## src/rtl/exc_commit.sv

```systemverilog
// Writeback commit and exception arbitration: resolves all exception sources
// to one cause, pulses the CSR block, then holds flush until redirect drains.
module exc_commit #(
    parameter int FLUSH_CYCLES = 2
) (
    input  logic        clk,
    input  logic        resetn,
    input  logic        in_valid,
    output logic        in_ready,
    input  logic [31:0] in_pc,
    input  logic        in_fexc_valid,
    input  logic [5:0]  in_fexc_code,
    input  logic [8:0]  in_fexc_sub,
    input  logic [3:0]  in_dexc,
    input  logic        in_mexc_valid,
    input  logic [5:0]  in_mexc_code,
    input  logic [8:0]  in_mexc_sub,
    input  logic [31:0] in_mexc_badv,
    input  logic        in_ertn,
    input  logic        in_refetch,
    input  logic [11:0] is,
    input  logic [11:0] lie,
    input  logic        ie,
    input  logic        exlike,
    output logic        is_exc,
    output logic        is_ertn,
    output logic        is_fetch_again,
    output logic [5:0]  excode,
    output logic [8:0]  esubcode,
    output logic [31:0] badvaddr,
    output logic [31:0] csr_pc,
    output logic        commit_o,
    output logic        flush_o
);

    typedef enum logic [1:0] {IDLE, WAIT_RDR, DRAIN} state_t;

    state_t      state;
    logic [3:0]  cnt;
    logic        int_pend;
    logic        accept;
    logic        exc;
    logic [5:0]  code;
    logic [8:0]  sub;
    logic [31:0] badv;

    assign in_ready = (state == IDLE) && resetn;
    assign flush_o  = (state != IDLE);
    assign accept   = in_valid && in_ready;

    // Cause fields are forced to zero when no exception, CSR relies on it
    always_comb begin
        exc  = 1'b1;
        code = 6'h00;
        sub  = 9'h000;
        badv = 32'h0;
        if (int_pend) begin
            code = 6'h00;
        end else if (in_fexc_valid) begin
            code = in_fexc_code;
            sub  = in_fexc_sub;
            badv = in_pc;
        end else if (in_dexc[0]) begin
            code = 6'h0B;
        end else if (in_dexc[1]) begin
            code = 6'h0C;
        end else if (in_dexc[2]) begin
            code = 6'h0D;
        end else if (in_dexc[3]) begin
            code = 6'h0E;
        end else if (in_mexc_valid) begin
            code = in_mexc_code;
            sub  = in_mexc_sub;
            badv = in_mexc_badv;
        end else begin
            exc = 1'b0;
        end
    end

    always_ff @(posedge clk or negedge resetn) begin
        if (!resetn) begin
            state          <= IDLE;
            cnt            <= '0;
            int_pend       <= 1'b0;
            is_exc         <= 1'b0;
            is_ertn        <= 1'b0;
            is_fetch_again <= 1'b0;
            excode         <= '0;
            esubcode       <= '0;
            badvaddr       <= '0;
            csr_pc         <= '0;
            commit_o       <= 1'b0;
        end else begin
            int_pend       <= ie & (|(is & lie));
            is_exc         <= 1'b0;
            is_ertn        <= 1'b0;
            is_fetch_again <= 1'b0;
            excode         <= '0;
            esubcode       <= '0;
            badvaddr       <= '0;
            csr_pc         <= '0;
            commit_o       <= 1'b0;
            if (accept) begin
                is_exc         <= exc;
                is_ertn        <= !exc && in_ertn;
                is_fetch_again <= !exc && !in_ertn && in_refetch;
                excode         <= code;
                esubcode       <= sub;
                badvaddr       <= badv;
                csr_pc         <= in_pc;
                commit_o       <= !exc;
            end
            case (state)
                IDLE: begin
                    if (accept && (exc || in_ertn || in_refetch))
                        state <= WAIT_RDR;
                end
                WAIT_RDR: begin
                    if (exlike) begin
                        state <= DRAIN;
                        cnt   <= 4'(FLUSH_CYCLES - 1);
                    end
                end
                DRAIN: begin
                    if (cnt == 4'd0) state <= IDLE;
                    else             cnt   <= cnt - 4'd1;
                end
                default: state <= IDLE;
            endcase
        end
    end

endmodule

```

## config.mk

```make
export PLATFORM = sky130hd
export DESIGN_NAME = exc_commit
export DESIGN_NICKNAME = d
export VERILOG_FILES = /design/src/rtl/exc_commit.sv
export SDC_FILE = /design/constraint.sdc
export NUM_CORES = 1
export LEC_CHECK = 0
export ABC_AREA = 1
export CORE_MARGIN = 2
export CORE_UTILIZATION = 44
export DETAILED_ROUTE_END_ITERATION = 16
export PLACE_DENSITY = 0.92
export SLEW_MARGIN = 0
export SYNTH_ARGS = -nofsm -noshare
export SYNTH_HDL_FRONTEND = slang
export SYNTH_SLANG_ARGS = --single-unit
```

## constraint.sdc

```tcl
create_clock -name clk -period 2.1 [get_ports clk]
set_input_delay 0.42 -clock clk [delete_from_list [all_inputs] [get_ports clk]]
set_output_delay 0.42 -clock clk [all_outputs]
set_load 0.01 [all_outputs]
```

==> run metrics, run 1 <==
Non-Filler Instances=848; antenna violations before repair=0; via count=3,883; Port-buffer cells=215; LEAKAGE=3.22 nW; vias in the first global route=4,092; CORE AREA=0.00959 sq mm; CP endpoint kind=output pin; outcome=completed; CTS root buffer=clkbuf_8; Area Growth Syn to Fin=55.2%; Initial Util=0.446; global-route wire length before repair=18.7 mm; layout cells sized above 1=0.137; setup bufs post-CTS=0; crit path kind=reg -> out; synthesized area=0.00428 sq mm; Seq cells post-synth=90; Routability Congestion=0.801; Critical Path RT=1.68 ns; syn avg cell area=8.63 sq um; # rows=36; Setup violations, final=0; Die Ht=103 um; Area after DPL=0.00644 sq mm; Total Die Area=0.0105 sq mm; Slew headroom=0.582; post-cts sizing count=0; largest cells by area after synthesis=dfrtp_1 (53%), nand2_1 (8.5%), inv_1 (8.1%); Pwr Density=637 mW/mm^2; vias per inst=4.58; io pins=216; Syn Nets=628; routed wire length=12.1 mm; Initial DRT Pass Iterations=4; Synth cell types=26; Synth async-reset ratio=1.00; Clock Path Buffers=2; Main synth FF type=dfrtp_1; hold buffer count at CTS=0; Combinational Power Share=0.260; endpoints failing hold=0; CTS tree=yes; max-cap violations=0; Sw Pwr=0.00126 W; ratio of final minimum period to clock period=0.929; antenna fix cells=0; Worst-path clk slew=0.09 ns; Iteration-0 DRC Markers=118; Routed Antenna Nets=0; smallest hold slack=0.173 ns; Slew @ Worst Pin=0.627 ns; fin area=0.00665 sq mm; CTS buffer count=9; top-count cell post-synth=nand2_1; Post-synth top cells=nand2_1 (97), inv_1 (92), dfrtp_1 (90), nor2_1 (89), a21oi_2 (32); Setup crit start kind=flip-flop; post-synth top area share=0.526; GR Overflow Total=0; GRT Total Usage=0.232; fmax=513 MHz; Post-synth EDFFs=0; VDD IR max=0.326 mV; Final Max Slew Viols=0; post-synth top area cell=dfrtp_1; Int Pwr=0.00297 W; RSZ-0062 raised after global routing=no; post-DP HPWL=9.14 mm; Ys Warns=0; WL/cell=14.2 um; Seq/Total Area, Yosys=0.526; Final min period=1.95 ns; Cells after Synth=496; placed cells=832; clock share of power=0.283; latest clock arrival within the worst-skew pair=0.35 ns; Sw Ratio=0.298; setup TNS=0 ns; Final #Nets=842; Arrival @ worst endpoint=1.53 ns; drt drc=0; sequential fraction of design power=0.457; clk_skew=0.00693 ns; largest net degree at the start of global routing=48; clock tree sinks=90; H-tree Lvls=3; Crit Path Max Fanout=4; min-delay worst type=in -> async; die width=103 um
## final timing paths
path / cells after the start / to / startpoint / slack [ns]
worst max-delay path: 4 / in_ready / state[0] / 0.15
worst min-delay path: 2 / esubcode[5] / resetn / 0.17
worst max register to register: 6 / state[0] / state[0] / 0.69
worst min register to register: 2 / cnt[1] / cnt[1] / 0.57
max in group asynchronous: 3 / is_exc / resetn / 0.88
min in group clk: 5 / excode[1] / resetn / 0.47
## power by group through the flow
stage | Clock [W] | Combinational [W] | Sequential (W)
2_1_floorplan | 0 | 0.000460 | 0.00200
3_3_place_gp | 0 | 0.00105 | 0.00196
3_5_place_dp | 0 | 0.00111 | 0.00197
4_1_cts | 0.00123 | 0.00111 | 0.00193
5_1_grt | 0.00131 | 0.00121 | 0.00195
6_report | 0.00120 | 0.00110 | 0.00193
## critical path: stages, from the launching register on
cell and delay (ns):
dfrtp_1 0.43, inv_1 0.07, nand2_1 0.07, nor2_1 0.08, clkdlybuf4s50_1 0.54
## cells in the final DEF (no fill, tap or decap)
cell type        instances
inv_2                    2
nand2_1                 97
a21oi_1                 16
bufinv_16                1
nor2_8                   1
buf_4                    6
inv_8                    1
clkbuf_8                 9
nand2_4                  1
nor2_1                  89
clkinv_2                 1
clkinvlp_4               1
inv_6                    2
clkinv_4                 3
nand3_1                 11
inv_1                   92
o21ai_1                  1
ha_1                     1
o22ai_1                  1
buf_2                    1
o21ai_0                  6
a21oi_2                 32
buf_12                   2
nor2_2                   1
nand2_2                 31
dfrtp_1                 90
clkdlybuf4s50_1        213
nor2_4                   2
nand3_2                  1
## routing by layer
layer	up-vias	global-route usage	routed length, um
met5	-	0	0
met4	0	0.110	316
met2	170	0.429	6390
met3	27	0.0508	839
met1	1802	0.251	4520
li1	1884	-	-
## final cells by class
cell class              count  area, sq um
multi-input cells         291         1430
repair buffers            222         2220
well taps                 133          166
flip-flops and latches     90         2250
clock inverters             7         77.6
inverters                  96          373
clock buffers               9          124
fillers                   746         2950
## flip-flops by register name, summed over array words and instances, names as in the netlist
name and count:
int_pend 1, badvaddr 32, cnt 4, is_fetch_again 1, commit_o 1, is_exc 1
excode 6, csr_pc 32, esubcode 9, is_ertn 1, state 2
## logic make-up after synthesis
family / share of synthesized area
compound gates: 0.0938
fa+ha+maj: 0.00292
buf+inv: 0.140
flops: 0.526
simple gates: 0.238
## through the flow
step | setup slack [ns] | utilization | total power, W
floorplan | 0.904 | - | 0.00246
global placement | 0.270 | 0.672 | 0.00301
detailed placement | 0.164 | 0.672 | 0.00308
CTS | 0.134 | 0.693 | 0.00427
global route | 0.0165 | 0.693 | 0.00446
finish | 0.150 | 0.693 | 0.00423
Power figures use the tool's default switching activity.
==> run 2, diff against run 1 <==
--- a/config.mk
+++ b/config.mk
@@ -10,6 +10,7 @@
 export CORE_UTILIZATION = 44
 export DETAILED_ROUTE_END_ITERATION = 16
 export PLACE_DENSITY = 0.92
+export SKIP_CTS_REPAIR_TIMING = 1
 export SLEW_MARGIN = 0
 export SYNTH_ARGS = -nofsm -noshare
 export SYNTH_HDL_FRONTEND = slang
==> constraint.sdc (replaced) <==
create_clock -name clk -period 2.3 [get_ports clk]
set_input_delay 0.46 -clock clk [delete_from_list [all_inputs] [get_ports clk]]
set_output_delay 0.46 -clock clk [all_outputs]
set_load 0.01 [all_outputs]
==> run metrics, run 2 (same netlist as run 1, synthesis figures left out) <==
outcome=completed (unchanged); Initial Util=0.446 (unchanged); Slew @ Worst Pin=0.621 ns (was 0.627 ns); Int Pwr=0.00282 W (was 0.00297 W); min-delay worst type=in -> async (unchanged); Die Ht=103 um (unchanged); most frequent cells in the layout=clkdlybuf4s50_1 (213), nand2_1 (97), inv_1 (92), dfrtp_1 (90), nor2_1 (89) (unchanged); LEAKAGE=3.22 nW (about the same); Arrival @ worst endpoint=1.53 ns (about the same); Critical Path RT=1.84 ns (was 1.68 ns); via count=3,915 (was 3,883); Crit Path Max Fanout=4 (unchanged); fillers=725 (was 746); layout cells sized above 1=0.134 (was 0.137); ratio of final minimum period to clock period=0.864; Pwr Density=592 mW/mm^2 (was 637 mW/mm^2); commonest non-fill, non-tap cell in the layout=clkdlybuf4s50_1 (unchanged); CTS root buffer=clkbuf_8 (unchanged); global-route wire length before repair=18.6 mm (was 18.7 mm); Area Growth Syn to Fin=55.3% (was 55.2%); max-cap violations=0 (unchanged); Final Max Slew Viols=0 (unchanged); crit path kind=reg -> out (unchanged); pre-CTS setup slack=0.366 ns (was 0.164 ns); Setup crit start kind=flip-flop (unchanged); Reg2Reg Launch Point=cnt[0] (was state[0]); largest net degree at the start of global routing=49 (was 48); sequential fraction of design power=0.449 (was 0.457); Final #Nets=843 (was 842); vias in the first global route=3,956 (was 4,092); largest registers=badvaddr: 32 flops, csr_pc: 32 flops, esubcode: 9 flops (unchanged); Final min period=1.99 ns; RSZ-0062 raised after global routing=no (unchanged); Sw Pwr=0.00111 W (was 0.00126 W); vias per inst=4.61 (was 4.58); endpoints failing hold=0 (unchanged); crit path to=in_ready (unchanged); CTS tree=yes (unchanged); io pins=216 (unchanged); clock share of power=0.296 (was 0.283); CTS buffer count=9 (unchanged); clock tree sinks=90 (unchanged); Setup violations, final=0 (unchanged); Total Die Area=0.0105 sq mm (unchanged); VDD IR max=0.341 mV (was 0.326 mV); Combinational Power Share=0.255 (was 0.260); FF-to-FF setup slack=0.93 ns (was 0.69 ns); Clock Path Buffers=2 (unchanged); GR Overflow Total=0 (unchanged); Sw Ratio=0.283 (was 0.298); Routability Congestion=0.812 (was 0.801); crit path launch=state[0] (unchanged); # rows=36 (unchanged); die width=103 um (unchanged); CP endpoint kind=output pin (unchanged); reg2reg path depth=5 (was 6); antenna violations before repair=0 (unchanged); Slew headroom=0.586 (was 0.582); clk_skew=0.00754 ns (was 0.00693 ns); setup TNS=0 ns (unchanged); Routed Antenna Nets=0 (unchanged); drt drc=0 (unchanged); setup ws final=0.313 ns (was 0.150 ns); WL/cell=14.1 um (was 14.2 um); CORE AREA=0.00959 sq mm (unchanged); GRT Total Usage=0.232 (about the same); Port-buffer cells=215 (unchanged); Worst-path clk slew=0.09 ns (about the same); fmax=503 MHz; post-DP HPWL=9.20 mm (was 9.14 mm); routed wire length=12.0 mm (was 12.1 mm); H-tree Lvls=3 (unchanged); latest clock arrival within the worst-skew pair=0.36 ns (was 0.35 ns); R2R Path End=cnt[2] (was state[0]); antenna fix cells=0 (unchanged); Initial DRT Pass Iterations=4 (unchanged); Iteration-0 DRC Markers=105 (was 118); Util after Layout=0.693 (about the same)
## run 2: changes by cell type in the layout (fill, tap and decap cells not counted), sizes merged
| cell | before | now |
|---|---|---|
| inv | 97 | 96 |
| bufinv | 1 | 2 |
| clkinv | 4 | 1 |
| buf | 9 | 10 |
| clkbuf | 9 | 12 |
## run 2: how the worst min path moves through the flow
stage	slack (ns)	cells after the start	to	from
detailed placement	0.52	2	cnt[3]	cnt[3]
global route	0.26	2	is_exc	resetn
floorplan	0.16	0	badvaddr[0]	resetn
CTS	0.22	2	esubcode[5]	resetn
finish	0.21	2	is_ertn	resetn
global placement	0.52	2	cnt[3]	cnt[3]
## run 2: metal layers
metal,GRT usage,vias up,routed length (um)
met5,0,-,0
met4,0.120,0,347
met3,0.0529,28,904
met2,0.423,180,6400
met1,0.251,1823,4320
li1,-,1884,-
## run 2: power by group through the flow
stage / clock (W) / combinational (W) / sequential, W
after floorplan: 0 / 0.000420 / 0.00183
after global placement: 0 / 0.000966 / 0.00179
after detailed placement: 0 / 0.00101 / 0.00180
after CTS: 0.00119 / 0.00101 / 0.00177
after global routing: 0.00126 / 0.00111 / 0.00178
final: 0.00117 / 0.00100 / 0.00177
## run 2: cell type report
type / instances / area [sq um] / share of cell area
repair buffers: 223 / 2220 / 0.333
inverters: 96 / 373 / 0.0561
clock inverters: 4 / 76.3 / 0.0115
clock buffers: 12 / 135 / 0.0203
flip-flops and latches: 90 / 2250 / 0.339
well taps: 133 / 166 / 0.0250
multi-input cells: 291 / 1430 / 0.215
## run 2: critical path: stages, from the launching register on
cell and delay, ns:
dfrtp_1 0.42, inv_1 0.06, nand2_1 0.06, nor2_1 0.08, clkdlybuf4s50_1 0.54
## run 2: per-stage QoR
| step | instances | hold WS [ns] | total power (W) | cell area [sq um] |
|---|---|---|---|---|
| floorplan | 496 | 0.164 | 0.00225 | 4280 |
| global placement | 833 | 0.523 | 0.00275 | 6440 |
| detailed placement | 833 | 0.522 | 0.00281 | 6440 |
| CTS | 849 | 0.224 | 0.00397 | 6650 |
| global route | 849 | 0.261 | 0.00415 | 6650 |
| finish | 849 | 0.210 | 0.00393 | 6650 |
